File: src/rtl/mcs_io_responder.sv
// ---------------------------------------------------------------------------
// mcs_io_responder
//
// Target side of the MicroBlaze MCS IO bus. Each access is accepted in IDLE,
// optionally held for WAIT_CYCLES clocks, then answered with a one-cycle
// IO_Ready pulse. The register bank holds the LED register, a synchronized copy
// of the DIP switches, a scratch word, a free-running cycle counter and
// (optionally) a switch-change interrupt.
//
// Optional feature macro: MCS_IO_IRQ_EN
//   defined     : switch change detect, IRQ_STAT (0x10), IRQ_EN (0x14), irq
//   not defined : 0x10/0x14 read 0 and ignore writes, irq held 0
//
// Parameters
//   WAIT_CYCLES  extra cycles between accept and IO_Ready (0..15)
//   LED_W        width of the LED register / led output (1..32)
//   SW_W         width of the dip_sw input (1..32)
//
// Ports
//   Clk              system clock
//   Reset            synchronous reset, active low
//   IO_Addr_Strobe   one-cycle transaction start
//   IO_Read_Strobe   read qualifier (with IO_Addr_Strobe)
//   IO_Write_Strobe  write qualifier (with IO_Addr_Strobe), wins over read
//   IO_Address       byte address, bits [7:2] decoded
//   IO_Byte_Enable   write byte lanes
//   IO_Write_Data    write data
//   IO_Read_Data     read data, non-zero only while IO_Ready is high
//   IO_Ready         one-cycle completion pulse
//   led              LED register contents
//   dip_sw           asynchronous switch inputs
//   irq              interrupt request
//
// Register map (word offset = IO_Address[7:2]):
//   0x00 LED  0x04 SW  0x08 SCRATCH  0x0C CYCLE  0x10 IRQ_STAT  0x14 IRQ_EN
// ---------------------------------------------------------------------------
module mcs_io_responder #(
    parameter int WAIT_CYCLES = 0,
    parameter int LED_W       = 4,
    parameter int SW_W        = 4
) (
    input  logic             Clk,
    input  logic             Reset,
    input  logic             IO_Addr_Strobe,
    input  logic             IO_Read_Strobe,
    input  logic             IO_Write_Strobe,
    input  logic [31:0]      IO_Address,
    input  logic [3:0]       IO_Byte_Enable,
    input  logic [31:0]      IO_Write_Data,
    output logic [31:0]      IO_Read_Data,
    output logic             IO_Ready,
    output logic [LED_W-1:0] led,
    input  logic [SW_W-1:0]  dip_sw,
    output logic             irq
);

    typedef enum logic [1:0] {
        ST_IDLE = 2'd0,
        ST_WAIT = 2'd1,
        ST_ACK  = 2'd2
    } state_t;

    localparam logic [3:0] WAIT_INIT = 4'(WAIT_CYCLES);
    localparam bit         HAS_WAIT  = (WAIT_CYCLES > 0);

    localparam logic [5:0] A_LED      = 6'h00;
    localparam logic [5:0] A_SW       = 6'h01;
    localparam logic [5:0] A_SCRATCH  = 6'h02;
    localparam logic [5:0] A_CYCLE    = 6'h03;
    localparam logic [5:0] A_IRQ_STAT = 6'h04;
    localparam logic [5:0] A_IRQ_EN   = 6'h05;

    state_t            state_r;
    state_t            state_nx_s;
    logic [3:0]        wait_cnt_r;
    logic [3:0]        wait_cnt_nx_s;
    logic              accept_s;

    logic [5:0]        addr_r;
    logic [3:0]        be_r;
    logic [31:0]       wdata_r;
    logic              we_r;
    logic              re_r;

    logic [5:0]        txn_addr_s;
    logic              txn_re_s;
    logic              wr_en_s;

    logic [LED_W-1:0]  led_r;
    logic [SW_W-1:0]   sw_meta_r;
    logic [SW_W-1:0]   sw_sync_r;
    logic [31:0]       scratch_r;
    logic [31:0]       cycle_cnt_r;

    logic              irq_stat_nx_s;
    logic              irq_en_s;

    logic [31:0]       rd_mux_s;
    logic [31:0]       rdata_r;
    logic              ready_r;

    logic              unused_addr_s;

    assign unused_addr_s = ^{IO_Address[31:8], IO_Address[1:0]};

    // Next-state logic of the accept/wait/acknowledge sequencer.
    always_comb begin
        state_nx_s    = state_r;
        wait_cnt_nx_s = wait_cnt_r;
        accept_s      = 1'b0;
        case (state_r)
            ST_IDLE: begin
                if (IO_Addr_Strobe) begin
                    accept_s = 1'b1;
                    if (HAS_WAIT) begin
                        state_nx_s    = ST_WAIT;
                        wait_cnt_nx_s = WAIT_INIT;
                    end else begin
                        state_nx_s    = ST_ACK;
                        wait_cnt_nx_s = 4'd0;
                    end
                end else begin
                    state_nx_s = ST_IDLE;
                end
            end
            ST_WAIT: begin
                if (wait_cnt_r <= 4'd1) begin
                    state_nx_s    = ST_ACK;
                    wait_cnt_nx_s = 4'd0;
                end else begin
                    wait_cnt_nx_s = wait_cnt_r - 4'd1;
                end
            end
            ST_ACK: begin
                state_nx_s = ST_IDLE;
            end
            default: begin
                state_nx_s    = ST_IDLE;
                wait_cnt_nx_s = 4'd0;
            end
        endcase
    end

    // Sequencer state, wait counter and the latched transaction.
    always_ff @(posedge Clk) begin
        if (!Reset) begin
            state_r    <= ST_IDLE;
            wait_cnt_r <= 4'd0;
            addr_r     <= 6'd0;
            be_r       <= 4'd0;
            wdata_r    <= 32'd0;
            we_r       <= 1'b0;
            re_r       <= 1'b0;
        end else begin
            state_r    <= state_nx_s;
            wait_cnt_r <= wait_cnt_nx_s;
            if (accept_s) begin
                addr_r  <= IO_Address[7:2];
                be_r    <= IO_Byte_Enable;
                wdata_r <= IO_Write_Data;
                we_r    <= IO_Write_Strobe;
                re_r    <= IO_Read_Strobe & ~IO_Write_Strobe;
            end
        end
    end

    // Transaction seen by the read path: with no wait states the ACK follows
    // the strobe directly, so the bus inputs are used before they are latched.
    always_comb begin
        if (state_r == ST_IDLE) begin
            txn_addr_s = IO_Address[7:2];
            txn_re_s   = IO_Read_Strobe & ~IO_Write_Strobe;
        end else begin
            txn_addr_s = addr_r;
            txn_re_s   = re_r;
        end
    end

    assign wr_en_s = (state_r == ST_ACK) && we_r;

    // Two-flop synchronizer for the switch inputs.
    always_ff @(posedge Clk) begin
        if (!Reset) begin
            sw_meta_r <= '0;
            sw_sync_r <= '0;
        end else begin
            sw_meta_r <= dip_sw;
            sw_sync_r <= sw_meta_r;
        end
    end

    // LED and scratch registers, committed in the ACK cycle of a write.
    always_ff @(posedge Clk) begin
        if (!Reset) begin
            led_r     <= '0;
            scratch_r <= 32'd0;
        end else begin
            if (wr_en_s && (addr_r == A_LED) && be_r[0]) begin
                led_r <= wdata_r[LED_W-1:0];
            end
            if (wr_en_s && (addr_r == A_SCRATCH)) begin
                for (int b = 0; b < 4; b++) begin
                    if (be_r[b]) begin
                        scratch_r[8*b +: 8] <= wdata_r[8*b +: 8];
                    end
                end
            end
        end
    end

    // Free-running cycle counter; any write to its offset clears it.
    always_ff @(posedge Clk) begin
        if (!Reset) begin
            cycle_cnt_r <= 32'd0;
        end else if (wr_en_s && (addr_r == A_CYCLE)) begin
            cycle_cnt_r <= 32'd0;
        end else begin
            cycle_cnt_r <= cycle_cnt_r + 32'd1;
        end
    end

`ifdef MCS_IO_IRQ_EN
    logic [SW_W-1:0] sw_prev_r;
    logic            sw_change_s;
    logic            irq_stat_r;
    logic            irq_en_r;
    logic            irq_r;

    assign sw_change_s   = |(sw_sync_r ^ sw_prev_r);
    // Writes never land in the cycle before ACK, so only a set can move it.
    assign irq_stat_nx_s = irq_stat_r | sw_change_s;
    assign irq_en_s      = irq_en_r;
    assign irq           = irq_r;

    // Change detect, sticky status (set beats clear), enable and irq flop.
    always_ff @(posedge Clk) begin
        if (!Reset) begin
            sw_prev_r  <= '0;
            irq_stat_r <= 1'b0;
            irq_en_r   <= 1'b0;
            irq_r      <= 1'b0;
        end else begin
            sw_prev_r <= sw_sync_r;
            if (sw_change_s) begin
                irq_stat_r <= 1'b1;
            end else if (wr_en_s && (addr_r == A_IRQ_STAT) && be_r[0] && wdata_r[0]) begin
                irq_stat_r <= 1'b0;
            end
            if (wr_en_s && (addr_r == A_IRQ_EN) && be_r[0]) begin
                irq_en_r <= wdata_r[0];
            end
            irq_r <= irq_stat_r & irq_en_r;
        end
    end
`else
    assign irq_stat_nx_s = 1'b0;
    assign irq_en_s      = 1'b0;
    assign irq           = 1'b0;
`endif

    // Read multiplexer. It is sampled on the edge into ACK, so each entry is
    // the value the register will hold during the ACK cycle.
    always_comb begin
        rd_mux_s = 32'd0;
        case (txn_addr_s)
            A_LED:      rd_mux_s = 32'(led_r);
            A_SW:       rd_mux_s = 32'(sw_meta_r);
            A_SCRATCH:  rd_mux_s = scratch_r;
            A_CYCLE:    rd_mux_s = cycle_cnt_r + 32'd1;
            A_IRQ_STAT: rd_mux_s = {31'd0, irq_stat_nx_s};
            A_IRQ_EN:   rd_mux_s = {31'd0, irq_en_s};
            default:    rd_mux_s = 32'd0;
        endcase
    end

    // Registered bus response: ready pulse and read data only in ACK.
    always_ff @(posedge Clk) begin
        if (!Reset) begin
            ready_r <= 1'b0;
            rdata_r <= 32'd0;
        end else begin
            ready_r <= (state_nx_s == ST_ACK);
            if ((state_nx_s == ST_ACK) && txn_re_s) begin
                rdata_r <= rd_mux_s;
            end else begin
                rdata_r <= 32'd0;
            end
        end
    end

    assign IO_Ready     = ready_r;
    assign IO_Read_Data = rdata_r;
    assign led          = led_r;

endmodule

File: config.mk
export PLATFORM = sky130hd
export DESIGN_NAME = mcs_io_responder
export DESIGN_NICKNAME = d
export VERILOG_FILES = /design/src/rtl/mcs_io_responder.sv
export SDC_FILE = /design/constraint.sdc
export NUM_CORES = 1
export LEC_CHECK = 0
export ABC_AREA = 0
export BUFFER_PORTS_ARGS = -buffer_cell sky130_fd_sc_hd__buf_2
export CAP_MARGIN = 15
export CORE_MARGIN = 1
export CORE_UTILIZATION = 41
export DETAILED_ROUTE_END_ITERATION = 10
export SYNTH_ARGS = -nofsm -noshare
export SYNTH_HDL_FRONTEND = slang
export SYNTH_SLANG_ARGS = --single-unit
File: constraint.sdc
create_clock -name Clk -period 2.54 [get_ports Clk]
set_input_delay 0.508 -clock Clk [delete_from_list [all_inputs] [get_ports Clk]]
set_output_delay 0.508 -clock Clk [all_outputs]
set_load 0.05 [all_outputs]
# [Yosys cells after proc, flatten, opt, wreduce, memory -nomap -nowiden]
# Cells that the tools add are included.
[op_classes] add_sub_neg=2 multipliers=0 n_div=0 magnitude_cmp=1 n_eq_ne=9 shift=0 muxes=11 bitwise=4 n_reduce_logical=16
[op_table] operator="$pmux 32 s4" count=1
[op_table] operator="$add 32x1->32 const B" count=1
[op_table] operator="$eq 6x2->1 const B" count=4
[op_table] operator="$logic_not 6->1" count=2
[op_table] operator="$pmux 4 s3" count=1
[op_table] operator="$reduce_and 2->1" count=6
[op_table] operator="$mux 4" count=2
[op_table] operator="$eq 6x1->1 const B" count=1
[op_table] operator="$logic_and 1x1->1" count=6
[op_table] operator="$mux 6" count=1
[op_table] operator="$eq 2x2->1 const B" count=2
[op_table] operator="$le 4x1->1 const B" count=1
[op_table] operator="$mux 2" count=2
[op_table] operator="$pmux 2 s2" count=1
[op_table] operator="$sub 4x1->4 const B" count=1
[op_table] operator="$mux 1" count=3
[op_table] operator="$not 1->1" count=3
[op_table] operator="$eq 2x1->1 const B" count=1
[op_table] operator="$logic_not 2->1" count=1
[op_table] operator="$ne 2x2->1 const B" count=1
[op_table] operator="$reduce_or 2->1" count=1
[op_table] operator="$and 1x1->1" count=1
[word_totals] reg_bits=155 latchBits=0 ram_bits=0 mem_bits_ro=0 inputBits=77 out_inout_bits=38 elab_cells=59 memories=0

# [Depth between registers and ports, before layout]
[logic_depth] word_depth=6 ltp_mapped=9

# [Worst setup path after synthesis]
# Ideal clock, no wire load.
[synth_path] path_kind="input to register" startpoint="input IO_Address[7]" endpoint="register rdata_r[23] (netlist: IO_Read_Data[23])" t_arrival_ps=2003 required_time_ps=2461 path_slack_ps=457 cell_stages=7 path_cell_list="nor4_1 nor4b_1 o21ai_2 or2_1 buf_6 buf_6 a211oi_2"
[synth_via] elab_chain_cells=3 elab_cells_between_ends=6 cone_classes="eq/ne (3); mux (2); reduce/logical (1)"
[synth_lines] element="start, declared" line="47" rtl="input logic [31:0] IO_Address,"
[synth_lines] element="$mux 6 *" line="170" rtl="if (state_r == ST_IDLE) begin"
[synth_lines] element="$eq 6x2->1, or another cell as far along" line="265" rtl="case (txn_addr_s)"
[synth_lines] element="$pmux 32 s4 *" line="265"
[synth_lines] element="end signal, assigned" line="284" rtl="rdata_r <= rd_mux_s;"
[synth_lines] element="end, declared" line="99" rtl="logic [31:0] rdata_r;"
# Every way passes the cells marked *; elsewhere a longest branch is shown, timed or not.
# A chain may end at the register's enable or synchronous reset.

# [Final worst setup path]
[layout_path] startpoint="register addr_r[5]" endpoint="register scratch_r[22]"
[layout_via] elab_chain_cells=3
[layout_lines] element="start, declared" line="79" rtl="logic [5:0] addr_r;"
[layout_lines] element="start signal, assigned" line="158" rtl="addr_r <= IO_Address[7:2];"
[layout_lines] element="$eq 6x2->1" line="201" rtl="if (wr_en_s && (addr_r == A_SCRATCH)) begin"
[layout_lines] element="$logic_and 1x1->1" line="201"
[layout_lines] element="$reduce_and 2->1 (no line)"
[layout_lines] element="end signal, assigned by index" line="204" rtl="scratch_r[8*b +: 8] <= wdata_r[8*b +: 8];"
[layout_lines] element="end, declared" line="92" rtl="logic [31:0] scratch_r;"
# No other way between the ends.

==> flow_summary.toml <==
[clock_network]
clkLatencyLatePin_ns = 0.41
cts.clk_slew.worst_paths_ns = 0.06
post_cts_buffers = 0
cts_buffers = 17
cts_resized = 0
tritoncts = "built"
cts_buffer_depth = 2
numClockSinks = 155
cts_root_buffer = "clkbuf_16"
cts_htree_levels = 4
cts_hold_buffers = 0

[layout]
diodes = 0
area_growth_pct = 17.24
layout.cells.most_common = "dfxtp_1"
nNetsFinal = 841
mostFrequentLayoutCells = "dfxtp_1, nand2_1, buf_2"
drive_gt1_frac = 0.1846

[synthesis]
syn_avg_cell_area_sq_um = 8.819
yosysTopAreaCellShare = 0.5122
ys.warnings.count = 0
synth-edff-count = 0
ys_seq_area_frac = 0.5122
synth_top_flop_cell = "dfxtp_1"
yosysTopAreaCell = "dfxtp_1"
ys_seq_elements = 155
syn_nets = 767
synth_area_leaders = "dfxtp_1, nand2_1, a21boi_0"
async_flop_share = 0
synth_area_sq_um = 6058
syn_inst = 687
yosysUniqueCellTypes = 54

[routing]
num_vias = 4760
ant_nets = 0
drc = 0
viasPerCell = 5.021
first_iter_violations = 295
dr.pass1.iters = 5
wl_per_cell_microns = 13.68
routed_wl_microns = 12970

[setup_path]
critPathArrivalTime_ns = 2.42
crit_chain = "or4_4 > nor4_4 > nand3_1 > nand3_1 > o21ai_0"
cp_slowest_cell = "or4_4"
critical_path.top_delay_family = "simple AND/OR/NAND/NOR gates"
start_kind = "register"
cpMostUsedCell = "nand3_1"
worstReg2RegStart = "addr_r[5]$_SDFFE_PN0P_"
cpPeakStageDelay_ns = 0.61
path_buf_inv = 0
reg2reg_depth = 5
cp_max_fo = 16
worstSetupPathDepth = 5
r2r_end = "scratch_r[22]$_SDFFE_PN0P_"
critPathRequiredTime_ns = 2.82
crit_type = "register to register"
rrSetupSlack_ns = 0.40
cp-end-kind = "register"

[min_path]
hold_start = "dip_sw[0]"
worstHoldEndpoint = "sw_meta_r[0]$_SDFF_PN0_"
min_path_type = "input port to register"
whs_path_depth = 2

[timing]
hold_slack_ns = 0.3005
skew_ns = 0.006676
grt_setup_unrepaired = "false"
drv_slew = 0
finalCritPeriodShare = 0.8438
setup_viol = 0
fmax_ghz = 0.4666
setup_tns_ns = 0
slew_headroom = 0.5789
finalHoldViolCount = 0
worstMarginPinSlew_ns = 0.6270
fin_crit_ns = 2.143

[job]
drv_cap = 0

[floorplanning]
core-area_sq_um = 14480
die_height_microns = 123.6
die_area_sq_um = 15270
dieWidth_microns = 123.6
placementRows = 44
start_util = 0.4184
io-pin-count = 115

[power_and_ir_drop]
static-leakage-power_nw = 2.700
irDropWorstVdd_v = 0.0004076
power_density_nw_per_um2 = 684.5

[placement]
dp_hpwl_microns = 8938
gp_congestion = 0.7740
io_buffers = 87

[global_route]
grt-ovfl-total = 0
track_usage = 0.1878
grt_max_degree = 62
antenna_found_initial = 0
grt_pass1_wl_microns = 22080
grt_pass1_vias = 4639

[outcome]
run_status = "complete, no violations"
## power by group
group / leakage, nW / internal (mW) / total (mW) / switching (mW)
sequential: 1.26 / 2.49 / 2.53 / 0.0368
combinational: 1.23 / 0.119 / 0.315 / 0.196
clock: 0.215 / 1.19 / 2.02 / 0.833
## metrics by stage
step / instance area [sq um] / utilization / total power [mW] / setup WS [ns] / cells
global placement: 6659 / 0.4599 / 2.884 / 0.1836 / 926
CTS: 7103 / 0.4906 / 4.914 / 0.3694 / 948
global route: 7103 / 0.4906 / 5.081 / 0.1161 / 948
detailed placement: 6659 / 0.4599 / 2.894 / 0.1304 / 926
floorplan: 6058 / - / 2.777 / 0.4574 / 687
finish: 7103 / 0.4906 / 4.862 / 0.3968 / 948
## how the worst max path moves through the flow
stage | from | to | slack [ns]
after floorplan | IO_Address[7] | IO_Read_Data[23]$_SDFF_PN0_ | 0.46
after global placement | IO_Address[7] | IO_Read_Data[19]$_SDFF_PN0_ | 0.18
after detailed placement | IO_Address[7] | IO_Read_Data[16]$_SDFF_PN0_ | 0.13
after CTS | addr_r[5]$_SDFFE_PN0P_ | scratch_r[22]$_SDFFE_PN0P_ | 0.37
after global routing | addr_r[5]$_SDFFE_PN0P_ | scratch_r[11]$_SDFFE_PN0P_ | 0.12
final | addr_r[5]$_SDFFE_PN0P_ | scratch_r[22]$_SDFFE_PN0P_ | 0.40
## synthesized netlist by cell type (all sizes together) (3+ instances only)
| master | count |
|---|---|
| dfxtp | 155 |
| clkbuf | 30 |
| and3 | 3 |
| and2 | 7 |
| a21oi | 7 |
| nor2 | 80 |
| or2 | 4 |
| nand4 | 12 |
| a21boi | 43 |
| nand2 | 133 |
| buf | 15 |
| nand3 | 48 |
| inv | 7 |
| a211oi | 27 |
| mux2i | 9 |
| o21ai | 36 |
| ha | 3 |
| xnor2 | 11 |
| nor4 | 6 |
| xor2 | 20 |
| or3 | 3 |
| nor2b | 4 |
## kinds of logic after synthesis
family,after synthesis,share of synthesized area
buf+inv,52,0.03717
other cells,1,0.0006190
mux,10,0.01673
xor+xnor,31,0.04482
flops,155,0.5122
compound gates,123,0.1466
simple gates,312,0.2356
fa+ha+maj,3,0.006196
## worst register-to-register path: cells and delay by family, from the launching register on
kind,cells,cell delay (ns)
flip-flops,1,0.31
AO/OA/AOI/OAI,1,0.09
AND/OR/NAND/NOR,4,1.61
## cell type report
class,instances,area [sq um]
clock buffer,22,444.2
inverter,7,26.28
timing repair buffer,100,558.0
fill,1363,7376
sequential,155,3103
multi-input combinational,480,2741
tap,184,230.2
## registers in the layout, summed over array words and instances (netlist names)
name          flops
led               4
be_r              4
state_r           2
cycle_cnt_r      32
IO_Read_Data     32
sw_meta_r         4
re_r              1
wait_cnt_r        4
addr_r            6
we_r              1
scratch_r        32
wdata_r          32
IO_Ready          1
## routing by layer
metal / global-route usage / vias up / routed length [microns]
met5: 0 / - / 0
met4: 0.07530 / 0 / 139
met3: 0.04705 / 13 / 670
met2: 0.2877 / 111 / 5898
met1: 0.2520 / 2174 / 6265
li1: - / 2462 / -
Note: power is estimated with default switching activity, not from simulation.
